--- src/rtl/t_ff_toggle_ctrl.sv ---
// Toggle-enable sequencer for a T flip-flop: periodic pulses, finite bursts,
// and a stop that always parks the flip-flop at q=0.
module t_ff_toggle_ctrl #(
  parameter int CNT_W   = 8,
  parameter int BURST_W = 8
) (
  input  logic               clk,
  input  logic               reset,
  input  logic               start,
  input  logic               stop,
  input  logic [CNT_W-1:0]   half_period,
  input  logic [BURST_W-1:0] burst_len,
  output logic               t_out,
  output logic               busy,
  output logic               done,
  output logic [BURST_W-1:0] toggles
);

  typedef enum logic [1:0] {IDLE, RUN, PARK} state_e;

  state_e             state_q, state_d;
  logic [CNT_W-1:0]   cnt_q, cnt_d, hp_q, hp_d, hp_sel;
  logic [BURST_W-1:0] bl_q, bl_d, tog_q, tog_d, tog_inc;
  logic               t_q, t_d, busy_q, busy_d, done_q, done_d;

  assign hp_sel  = (half_period == '0) ? CNT_W'(1) : half_period;
  assign tog_inc = tog_q + BURST_W'(1);

  always_comb begin
    state_d = state_q;
    cnt_d   = cnt_q;
    hp_d    = hp_q;
    bl_d    = bl_q;
    tog_d   = tog_q;
    busy_d  = busy_q;
    t_d     = 1'b0;
    done_d  = 1'b0;
    case (state_q)
      IDLE: begin
        if (start && !stop) begin
          hp_d    = hp_sel;
          bl_d    = burst_len;
          cnt_d   = hp_sel - CNT_W'(1);
          tog_d   = '0;
          busy_d  = 1'b1;
          state_d = RUN;
        end
      end
      RUN: begin
        // An odd pulse count leaves q=1, so one corrective pulse is owed.
        if (stop) begin
          if (tog_q[0]) state_d = PARK;
          else begin
            busy_d  = 1'b0;
            state_d = IDLE;
          end
        end else if (cnt_q == '0) begin
          t_d   = 1'b1;
          tog_d = tog_inc;
          cnt_d = hp_q - CNT_W'(1);
          if (bl_q != '0 && tog_inc == bl_q) begin
            busy_d  = 1'b0;
            done_d  = 1'b1;
            state_d = IDLE;
          end
        end else begin
          cnt_d = cnt_q - CNT_W'(1);
        end
      end
      PARK: begin
        t_d     = 1'b1;
        tog_d   = tog_inc;
        done_d  = 1'b1;
        busy_d  = 1'b0;
        state_d = IDLE;
      end
      default: state_d = IDLE;
    endcase
  end

  always_ff @(posedge clk or posedge reset) begin
    if (reset) begin
      state_q <= IDLE;
      cnt_q   <= '0;
      hp_q    <= '0;
      bl_q    <= '0;
      tog_q   <= '0;
      t_q     <= 1'b0;
      busy_q  <= 1'b0;
      done_q  <= 1'b0;
    end else begin
      state_q <= state_d;
      cnt_q   <= cnt_d;
      hp_q    <= hp_d;
      bl_q    <= bl_d;
      tog_q   <= tog_d;
      t_q     <= t_d;
      busy_q  <= busy_d;
      done_q  <= done_d;
    end
  end

  assign t_out   = t_q;
  assign busy    = busy_q;
  assign done    = done_q;
  assign toggles = tog_q;

endmodule

--- config.mk ---
export PLATFORM = sky130hd
export DESIGN_NAME = t_ff_toggle_ctrl
export DESIGN_NICKNAME = d
export VERILOG_FILES = /design/src/rtl/t_ff_toggle_ctrl.sv
export SDC_FILE = /design/constraint.sdc
export NUM_CORES = 1
export LEC_CHECK = 0
export BUFFER_PORTS_ARGS = -buffer_cell sky130_fd_sc_hd__buf_4
export CORE_ASPECT_RATIO = 0.7
export CORE_MARGIN = 1.5
export CORE_UTILIZATION = 52
export DETAILED_ROUTE_END_ITERATION = 12
export GPL_TIMING_DRIVEN = 0
export PLACE_DENSITY = 0.76
export SYNTH_ARGS = -nofsm -noshare
export SYNTH_HDL_FRONTEND = slang
export SYNTH_SLANG_ARGS = --single-unit
export TNS_END_PERCENT = 1
--- constraint.sdc ---
create_clock -name clk -period 3.1 [get_ports clk]
set_clock_uncertainty 0.05 [all_clocks]
set_input_delay 0.465 -clock clk [delete_from_list [all_inputs] [get_ports clk]]
set_output_delay 0.465 -clock clk [all_outputs]
set_load 0.02 [all_outputs]
---- Yosys cells after proc, flatten, opt, wreduce, memory -nomap -nowiden ----
Index checks and enable logic that the tools add are counted.
cells by class
  $add $sub $neg .......................... 4
  equal/unequal tests ..................... 9
  muxes and demuxes ....................... 28
  reduce and logical (&&, ||, !) cells .... 14
operator list
  operator                                                                count
  8-bit 2-to-1 mux                                                        7
  8-bit one-hot mux with 3 select lines                                   1
  8-bit by 1-bit subtractor with 8-bit output (second input constant)     3
  8-bit logical NOT                                                       2
  8-bit one-hot mux with 2 select lines                                   1
  1-bit 2-to-1 mux                                                        10
  2-bit 2-to-1 mux                                                        5
  3-bit != test (second input constant)                                   3
  8-bit by 1-bit adder with 8-bit output (second input constant)          1
  8-bit equality test                                                     1
  8-bit nonzero test                                                      1
  2-bit != test (second input constant)                                   3
  3-bit AND reduction                                                     2
  5-bit AND reduction                                                     1
  1-bit one-hot mux with 2 select lines                                   2
  2-bit one-hot mux with 2 select lines                                   1
  4-bit AND reduction                                                     1
  1-bit one-hot mux with 3 select lines                                   1
  3-bit nonzero test                                                      1
  2-bit by 1-bit equality test with 1-bit output (second input constant)  1
  2-bit equality test (second input constant)                             1
  1-bit logical AND                                                       2
  2-bit logical NOT                                                       1
  2-bit AND reduction                                                     1
  2 further kinds                                                         2
storage, ports and cells
  register bits ........................... 37
  bits of input ports ..................... 20
  output and inout bits ................... 11
  logic and storage cells ................. 63

---- Logic depth before layout (Yosys ltp) ----
Gate-level depths: netlist of run 1.
  word-level depth ........................ 7
  gate-level depth with buffers ........... 11
  mapped depth without buffers ............ 10

---- Least setup slack after synthesis of run 1 ----
OpenSTA, ideal clock, no wires.
  kind .................................... reg2reg
  from .................................... register state_q[1]
  to ...................................... register cnt_q[4]
  library setup time ...................... 0.099 ns
  arrival ................................. 2.275 ns
  required time ........................... 2.951 ns
  path slack .............................. 0.675 ns
  cell stages (with the launch flop) ...... 12
  period minus slack after synthesis ...... 2.425 ns
  path through ............................ dfrtp_1 -> inv_1 -> ha_1 -> buf_2 -> buf_6 -> mux2_2 -> a41oi_1 -> ha_1 -> nand3b_1 -> xor2_1 -> and3_1 -> a311oi_1
on the way
  cells in the longest elaborated chain, start to end .. 3
ends and longest elaborated chain
  element                                                                                     line  text
  start, declared                                                                             21    state_e state_q, state_d;
  start signal, assigned                                                                      92    state_q <= state_d;
  2-bit by 1-bit equality test with 1-bit output / 2-bit logical NOT (equally long branches)  38    case (state_q)
  2-bit != test (no source line) / 2-bit nonzero test (equally long branches)                 -
  3-bit AND reduction (no source line)                                                        -
  end signal, assigned                                                                        93    cnt_q <= cnt_d;
  end, declared                                                                               22    logic [CNT_W-1:0] cnt_q, cnt_d, hp_q, hp_d, hp_sel;
Parallel ways exist; a longest one is shown, timed or not.
A chain may end at the register's enable or synchronous reset.

---- Final worst setup path of run 1 ----
Ends and elaborated chain as after synthesis.

==> flow_summary.yaml, run 1 <==
yosys:
  synth_area_leader_cell: "dfrtp_1"
  synth_fp_nets: 252
  synthCells: 226
  synth_cell_types: 52
  syn_area_per_cell_um2: 10.09
  yosysMostFrequentCell: "dfrtp_1"
  async_reset_ff_share_pct: 100.0
  synth_edf_count: 0
  ys_seq_elements: 37
  netlist_area_um2: 2280
  synth.yosys.seq_area_share_pct: 40.61
  yosysWarnings: 0
  synth_top_area_share_pct: 40.61
  yosys_most_used_dff: "dfrtp_1"
  ys_top_cells_by_area: "dfrtp_1 (41%), mux2_2 (9.4%), ha_1 (3.3%), o21ai_0 (3.3%), xnor2_1 (3.1%)"
  netlist_top_cells_count: "dfrtp_1 (37), mux2_2 (19), nand2_1 (15), nor2_1 (15), o21ai_0 (15)"
power_and_ir_drop:
  intPower_uw: 1460
  p_clk_share_pct: 17.3
  power_leakage_uw: 0.001137
  netSwitchingFraction_pct: 41.62
  p_seq_share_pct: 35.5
  powerDensity_nw_per_um2: 931.3
  p_comb_share_pct: 47.2
  switchingPower_uw: 1041
  irDropWorstVdd_uv: 510.9
placement:
  place_congestion: 0.8331
  portBuffers: 30
  placed_area_um2: 2570
  dp.cells: 308
  place_hpwl_mm: 3.714
global_route:
  grt_pass1_wl_mm: 8.549
  grt_max_degree: 38
  antenna_found_initial: 0
  grt_pass1_vias: 1650
  gr-usage-all-layers_pct: 23.99
  overflow: 0
routing:
  vias_per_cell: 5.801
  drc_errors: 0
  vias: 1833
  ant_nets: 0
  first_pass_iters: 4
  wl_mm: 5.026
  drt_iter0_markers: 147
  detail_route.wl_per_cell_um: 15.91
sta:
  drv_slew: 0
  tightest_slew_ns: 0.7963
  finalHoldViolCount: 0
  finalSetupViolCount: 0
  period_share_pct: 90.98
  slew_headroom_pct: 46.83
  hold_slack_ns: 0.2609
  rsz0062_at_grt: "false"
  max_freq_mhz: 354.5
  setup_tns_ns: 0
  period_needed_ns: 2.821
floorplanning:
  die_h_um: 58.40
  ios: 31
  die-area_um2: 4797
  die_w_um: 82.14
  start_util_pct: 56.08
  core_um2: 4065
  rows: 19
finish:
  area_growth_pct: 17.78
  stdcell_count: 316
  postLayoutCoreUtil_pct: 66.05
  nets: 289
  antennaDiodeCount: 0
  fill_cells: 330
  drive_gt1_share_pct: 28.41
  stdcell_area_um2: 2685
critical_path:
  path_max_fanout: 10
  crit_arrival_ns: 2.96
  crit_type: "reg -> reg"
  cp_data_required_time_ns: 3.24
  cp-end-kind: "flip-flop"
  start_kind: "flip-flop"
  cpPeakStageDelay_ns: 0.41
  slowest_stage: "dfrtp_1"
  critPathMostFrequentCell: "ha_1"
  cp_cell_sequence: "inv_1 > ha_1 > buf_2 > buf_6 > mux2_2 > a41oi_1 > ha_1 > nand3b_1 > xor2_1 > and3_1 > a311oi_1"
clocking:
  cts_tree: "yes"
  cts.htree.levels: 2
  cts_resized: 0
  cts_sinks: 37
  cts_made_buffers: 5
  cts_root_buf: "clkbuf_8"
  cts_hold_buf: 0
  path_clk_slew_ns: 0.08
  cts_setup_buffers: 0
  clk_latency_ns: 0.29
  cts_buffer_depth: 2
outcome:
  status: "complete, no violations"
flow_run:
  max_cap_violations: 0
min_path:
  hold_path.class: "in -> async"
worst max-delay path: cells and delay by family (launching register included):
family	cells	cell delay, ns
XOR/XNOR	1	0.15
multiplexers	1	0.33
buffers and inverters	3	0.57
AO/OA/AOI/OAI	2	0.37
flip-flops	1	0.41
adder cells (fa/ha/maj)	2	0.55
AND/OR/NAND/NOR	2	0.29
final cells by class:
type	instances	area (um^2)	area share, %
plain buffers	10	58.81	2.190
inverters	8	30.03	1.118
clock inverters	3	46.29	1.724
clock buffers	5	68.82	2.563
repair buffers	30	225.2	8.388
multi-input cells	171	1265	47.11
well taps	52	65.06	2.423
flip-flops and latches	37	925.9	34.48
final timing paths:
| path | slack, ns | depth (start not counted) | start | endpoint |
|---|---|---|---|---|
| setup / recovery | 0.28 | 11 | state_q[1]$_DFFE_PP0P_ | cnt_q[4]$_DFFE_PP0P_ |
| hold / removal | 0.26 | 2 | reset | bl_q[5]$_DFFE_PP0P_ |
| setup reg to reg | 0.28 | 11 | state_q[1]$_DFFE_PP0P_ | cnt_q[4]$_DFFE_PP0P_ |
| hold reg to reg | 0.46 | 2 | hp_q[0]$_DFFE_PP0P_ | hp_q[0]$_DFFE_PP0P_ |
| max in group asynchronous | 2.22 | 2 | reset | hp_q[3]$_DFFE_PP0P_ |
| min in group clk | 0.34 | 2 | burst_len[4] | bl_q[4]$_DFFE_PP0P_ |
cell usage in the layout, fill, tap and decap left out, drive strengths merged, types with 2 or more instances in the layout:
cell / n
a22o: 6
ha: 6
a21oi: 11
nand3b: 5
nor4: 4
a31oi: 4
o221ai: 2
a41oi: 2
or2: 3
or3: 3
nand2: 15
o22ai: 2
nor2b: 2
nor2: 16
nor3: 3
nand3: 8
xor2: 8
xnor2: 8
buf: 35
clkbuf: 10
mux2: 19
inv: 8
o21ai: 16
or3b: 2
nand2b: 6
mux2i: 3
dfrtp: 37
o31ai: 3
and3: 2
power by group through the flow:
| stage | Clock (uW) | Combinational [uW] | Sequential (uW) |
|---|---|---|---|
| after floorplan | 0 | 878 | 870 |
| after global placement | 0 | 1130 | 883 |
| after detailed placement | 0 | 1170 | 892 |
| after CTS | 436 | 1170 | 885 |
| after global routing | 460 | 1300 | 918 |
| final | 433 | 1180 | 887 |
per-layer routing:
layer | GRT usage [%] | routed length (um) | vias up
met5 | 0 | 0 | -
met2 | 30.33 | 1970 | 61
met1 | 39.98 | 2657 | 873
met4 | 5.327 | 26 | 0
met3 | 5.891 | 372 | 4
li1 | - | - | 895
registers in the layout, indices dropped and copies added, names as in the netlist:
| register | flops |
|---|---|
| cnt_q | 8 |
| bl_q | 8 |
| toggles | 8 |
| t_out | 1 |
| done | 1 |
| busy | 1 |
| hp_q | 8 |
| state_q | 2 |
stage by stage:
step                      setup slack (ns)  power, uW
after global placement              0.3804       2017
after floorplan                     0.6754       1748
final                               0.2795       2501
after detailed placement            0.3357       2057
after global routing               0.09470       2681
after CTS                           0.2948       2494
cells by family (layout without fill, tap and decap cells):
group | count (synthesis) | count (layout) | synth area share [%]
AOI/OAI and AO/OA | 53 | 53 | 16.03
xor gates and xnor gates | 16 | 16 | 6.147
adders and majority gates | 6 | 6 | 3.293
buffers and inverters | 18 | 56 | 3.896
DFF | 37 | 37 | 40.61
muxes | 22 | 22 | 10.70
and+or+nand+nor | 74 | 74 | 19.32
No activity file was read; power rests on OpenSTA's default activity.
==> run 2: changes to the inputs <==
Settings changed: CORE_MARGIN 1.5 to 8, SLEW_MARGIN set to 40.
==> flow_summary.yaml, run 2 (synthesis results as in run 1) <==
finish:
  multi_input_area_um2: 1265
  final_common_cell: "dfrtp_1"
  postLayoutCoreUtil_pct: 63.42
  fill_cells: 341
  stdcell_count: 320
  antennaDiodeCount: 0
  area_growth_pct: 19.04
  regArea_um2: 925.9
  drive_gt1_share_pct: 28.68
  stdcell_area_um2: 2714
  nets: 290
  mostFrequentLayoutCells: "dfrtp_1 (37), buf_4 (30), mux2_2 (19)"
floorplanning:
  die_h_um: 71.40
  core_um2: 4279
  rows: 20
  die_w_um: 95.14
  start_util_pct: 53.27
  die-area_um2: 6793
  ios: 31
global_route:
  gr-usage-all-layers_pct: 15.74
  grt_pass1_vias: 1747
  overflow: 0
  antenna_found_initial: 0
  grt_pass1_wl_mm: 8.452
  grt_max_degree: 26
routing:
  drc_errors: 0
  ant_nets: 0
  first_pass_iters: 5
  detail_route.wl_per_cell_um: 16.28
  vias: 1834
  wl_mm: 5.208
  drt_iter0_markers: 139
  vias_per_cell: 5.731
sta:
  slew_headroom_pct: 61.62
  setup_tns_ns: 0
  period_share_pct: 90.00
  fin_ws_ns: 0.3100
  finalSetupViolCount: 0
  finalHoldViolCount: 0
  period_needed_ns: 2.790
  rsz0062_at_grt: "false"
  drv_slew: 0
  max_freq_mhz: 358.4
  tightest_slew_ns: 0.5758
power_and_ir_drop:
  power_leakage_uw: 0.001149
  powerDensity_nw_per_um2: 926.9
  irDropWorstVdd_uv: 497.6
critical_path:
  path_max_fanout: 10
  critPathMostFrequentCell: "ha_1"
  rr_startpoint: "state_q[1]$_DFFE_PP0P_"
  cp_data_required_time_ns: 3.24
  ff2ff_setup_slack_ns: 0.31
  slowest_stage: "dfrtp_1"
  r2r-end: "cnt_q[4]$_DFFE_PP0P_"
  r2r_cells: 11
  cp_cell_sequence: "inv_1 > ha_1 > buf_2 > buf_6 > mux2_2 > a41oi_1 > ha_1 > nand3b_1 > xor2_1 > and3_1 > a311oi_1"
  crit_type: "reg -> reg"
  crit_arrival_ns: 2.93
  start_kind: "flip-flop"
  cpPeakStageDelay_ns: 0.40
  cp-end-kind: "flip-flop"
clocking:
  cts_buffer_depth: 2
  cts_root_buf: "clkbuf_8"
  path_clk_slew_ns: 0.08
  cts_resized: 0
  clk_latency_ns: 0.29
  cts_hold_buf: 0
  cts_tree: "yes"
  cts_sinks: 37
  cts.htree.levels: 2
  cts_made_buffers: 5
  cts_setup_buffers: 0
outcome:
  status: "complete, no violations"
flow_run:
  max_cap_violations: 0
placement:
  placed_area_um2: 2594
  preCtsSetupSlack_ns: 0.2818
  dp.cells: 312
  portBuffers: 30
  place_congestion: 0.9209
  place_hpwl_mm: 3.966
min_path:
  hold_path.class: "in -> async"
[run 2: cell count changes in the layout (fill, tap and decap cells not counted), sizes merged]
cell,before,now
clkbuf,10,11
buf,35,36
clkinv,1,0
[run 2: power breakdown]
| part | internal, uW | switching (uW) |
|---|---|---|
| sequential | 682 | 211 |
| combinational | 540 | 640 |
| clock | 262 | 180 |
| total | 1480 | 1030 |
[run 2: routing by layer]
| layer | GRT usage (%) | share of wire [%] | up-vias |
|---|---|---|---|
| met4 | 5.000 | 0.77 | 0 |
| met1 | 23.06 | 50 | 861 |
| met3 | 4.384 | 7.0 | 5 |
| met5 | 0 | 0 | - |
| met2 | 21.39 | 42 | 65 |
| li1 | - | - | 903 |
[run 2: cell type report]
cell class                 count  area share (%)
clock inverter                 2           1.383
timing repair buffer          31           9.036
tap                           55           2.536
sequential                    37           34.12
inverter                       8           1.107
buffer                        10           2.167
clock buffer                   6           3.043
multi-input combinational    171           46.61
[run 2: stage by stage]
step	total power (uW)	hold WS, ns
2_1_floorplan	1748	0.3995
3_3_place_gp	2018	0.4202
3_5_place_dp	2072	0.3956
4_1_cts	2515	0.07388
5_1_grt	2689	0.09293
6_report	2516	0.06573
[run 2: worst max path at each step]
| stage | end | startpoint | depth (start not counted) |
|---|---|---|---|
| after floorplan | cnt_q[4]$_DFFE_PP0P_ | state_q[1]$_DFFE_PP0P_ | 11 |
| after global placement | cnt_q[4]$_DFFE_PP0P_ | state_q[1]$_DFFE_PP0P_ | 11 |
| after detailed placement | cnt_q[4]$_DFFE_PP0P_ | state_q[1]$_DFFE_PP0P_ | 11 |
| after CTS | cnt_q[4]$_DFFE_PP0P_ | state_q[1]$_DFFE_PP0P_ | 11 |
| after global routing | cnt_q[4]$_DFFE_PP0P_ | state_q[1]$_DFFE_PP0P_ | 11 |
| final | cnt_q[4]$_DFFE_PP0P_ | state_q[1]$_DFFE_PP0P_ | 11 |
[run 2: worst max-delay path, delay by kind of cell (launching register included)]
family | cells | cell delay, ns
XOR/XNOR | 1 | 0.16
multiplexers | 1 | 0.33
adder cells (fa/ha/maj) | 2 | 0.53
buffers and inverters | 3 | 0.57
AO/OA/AOI/OAI | 2 | 0.36
flip-flops | 1 | 0.40
AND/OR/NAND/NOR | 2 | 0.30
==> run 3: changes to the inputs <==
Settings changed: ABC_AREA set to 1, CORE_UTILIZATION 52 to 57, HOLD_SLACK_MARGIN set to 0.06, PLACE_DENSITY 0.76 to 0.82.
==> flow_summary.yaml, run 3 <==
outcome:
  status: "complete, no violations"
floorplanning:
  die-area_um2: 6397
  die_w_um: 92.23
  die_h_um: 69.36
  start_util_pct: 59.11
  ios: 31
  rows: 19
  core_um2: 3923
sta:
  slew_headroom_pct: 52.79
  fin_ws_ns: 0.9888
  period_needed_ns: 2.111
  rsz0062_at_grt: "false"
  drv_slew: 0
  hold_slack_ns: 0.1081
  finalSetupViolCount: 0
  setup_tns_ns: 0
  max_freq_mhz: 473.7
  tightest_slew_ns: 0.7043
  finalHoldViolCount: 0
  period_share_pct: 68.10
finish:
  final_common_cell: "nand2_1"
  drive_gt1_share_pct: 22.22
  area_growth_pct: 19.48
  mostFrequentLayoutCells: "nand2_1 (110), dfrtp_1 (37), buf_4 (33)"
  stdcell_count: 412
  nets: 385
  antennaDiodeCount: 0
  fill_cells: 339
critical_path:
  crit_type: "reg -> reg"
  cp-end-kind: "flip-flop"
  slowest_stage: "nor3_2"
  cpPeakStageDelay_ns: 0.61
  path_max_fanout: 10
  cp_cell_sequence: "inv_1 > ha_1 > inv_1 > nor3_2 > inv_2 > clkbuf_1 > nand2_1 > nand2_1"
  cp_data_required_time_ns: 3.24
  crit_arrival_ns: 2.25
  start_kind: "flip-flop"
yosys:
  synth_edf_count: 0
  netlist_top_cells_count: "nand2_1 (110), dfrtp_1 (37), inv_1 (32), nor2_1 (28), nand3_1 (24)"
  synth_fp_nets: 347
  synth.yosys.seq_area_share_pct: 39.94
  syn_area_per_cell_um2: 7.223
  synth_top_area_share_pct: 39.94
  yosysWarnings: 0
  ys_top_cells_by_area: "dfrtp_1 (40%), nand2_1 (18%), nand3_1 (5.2%), inv_1 (5.2%), nor2_1 (4.5%)"
  async_reset_ff_share_pct: 100.0
  ys_seq_elements: 37
  synthCells: 321
  yosysMostFrequentCell: "nand2_1"
  yosys_most_used_dff: "dfrtp_1"
  synth_cell_types: 36
  synth_area_leader_cell: "dfrtp_1"
  netlist_area_um2: 2318
routing:
  detail_route.wl_per_cell_um: 13.07
  wl_mm: 5.383
  ant_nets: 0
  first_pass_iters: 4
  drt_iter0_markers: 163
  drc_errors: 0
  vias_per_cell: 5.121
  vias: 2110
clocking:
  path_clk_slew_ns: 0.08
  cts_buffer_depth: 2
  cts_root_buf: "clkbuf_8"
  cts_resized: 0
  cts_sinks: 37
  clk_latency_ns: 0.29
  cts.htree.levels: 2
  cts_tree: "yes"
  cts_hold_buf: 0
  cts_setup_buffers: 0
  cts_made_buffers: 5
power_and_ir_drop:
  irDropWorstVdd_uv: 703.6
  powerDensity_nw_per_um2: 939.2
  power_leakage_uw: 0.001402
global_route:
  grt_pass1_wl_mm: 9.604
  grt_max_degree: 22
  overflow: 0
  gr-usage-all-layers_pct: 18.14
  antenna_found_initial: 0
  grt_pass1_vias: 2077
placement:
  dp.cells: 404
  preCtsSetupSlack_ns: 0.9881
  place_hpwl_mm: 4.230
  portBuffers: 30
  place_congestion: 0.9044
flow_run:
  max_cap_violations: 0
min_path:
  hold_path.class: "in -> async"
run 3: worst paths after layout:
path / from / end / slack (ns) / cells past startpoint
setup / recovery: state_q[0]$_DFFE_PP0P_ / bl_q[3]$_DFFE_PP0P_ / 0.99 / 8
max in group asynchronous: reset / cnt_q[5]$_DFFE_PP0P_ / 2.45 / 3
hold reg to reg: hp_q[4]$_DFFE_PP0P_ / hp_q[4]$_DFFE_PP0P_ / 0.43 / 2
min in group clk: burst_len[3] / bl_q[3]$_DFFE_PP0P_ / 0.32 / 3
hold / removal: reset / toggles[5]$_DFFE_PP0P_ / 0.11 / 2
setup reg to reg: state_q[0]$_DFFE_PP0P_ / bl_q[3]$_DFFE_PP0P_ / 0.99 / 8
run 3: logic make-up (layout without fill, tap and decap cells):
family	count (synthesis)	after routing	synth area share, %
and+or+nand+nor	195	195	38.53
AOI/OAI and AO/OA	33	33	8.689
DFF	37	37	39.94
adders and majority gates	6	6	3.238
xor gates and xnor gates	3	3	1.134
buffers and inverters	47	86	8.472
run 3: layer usage:
metal  GRT usage, %  vias up  share of wire [%]
met1          25.28      967                 52
li1               -     1092                  -
met3          5.946        5                6.1
met4          3.915        0               0.72
met5              0        -                  0
met2          26.42       46                 41
run 3: per-stage QoR:
stage / instance area (um^2) / power (uW) / utilization (%)
2_1_floorplan: 2318 / 1780 / -
3_3_place_gp: 2609 / 2048 / 66.51
3_5_place_dp: 2636 / 2093 / 67.21
4_1_cts: 2770 / 2600 / 70.62
5_1_grt: 2770 / 2838 / 70.62
6_report: 2770 / 2602 / 70.62
run 3: cell type report:
| class | instances | area, um^2 | share of cell area [%] |
|---|---|---|---|
| clock inverters | 3 | 65.06 | 2.349 |
| inverters | 41 | 153.9 | 5.556 |
| well taps | 52 | 65.06 | 2.349 |
| clock buffers | 5 | 68.82 | 2.484 |
| plain buffers | 6 | 42.54 | 1.536 |
| flip-flops and latches | 37 | 925.9 | 33.42 |
| repair buffers | 31 | 252.7 | 9.124 |
| multi-input cells | 237 | 1196 | 43.18 |
run 3: where the power goes:
part | switching (uW) | leakage [uW] | internal [uW]
registers | 152 | 0.000468 | 679
logic | 802 | 0.000866 | 469
clock network | 180 | 0.0000681 | 320
run 3: critical path: cells and delay by family (launching register included):
kind	cells	cell delay, ns
adder cells (fa/ha/maj)	1	0.14
AND/OR/NAND/NOR	3	0.78
flip-flops	1	0.42
buffers and inverters	4	0.61
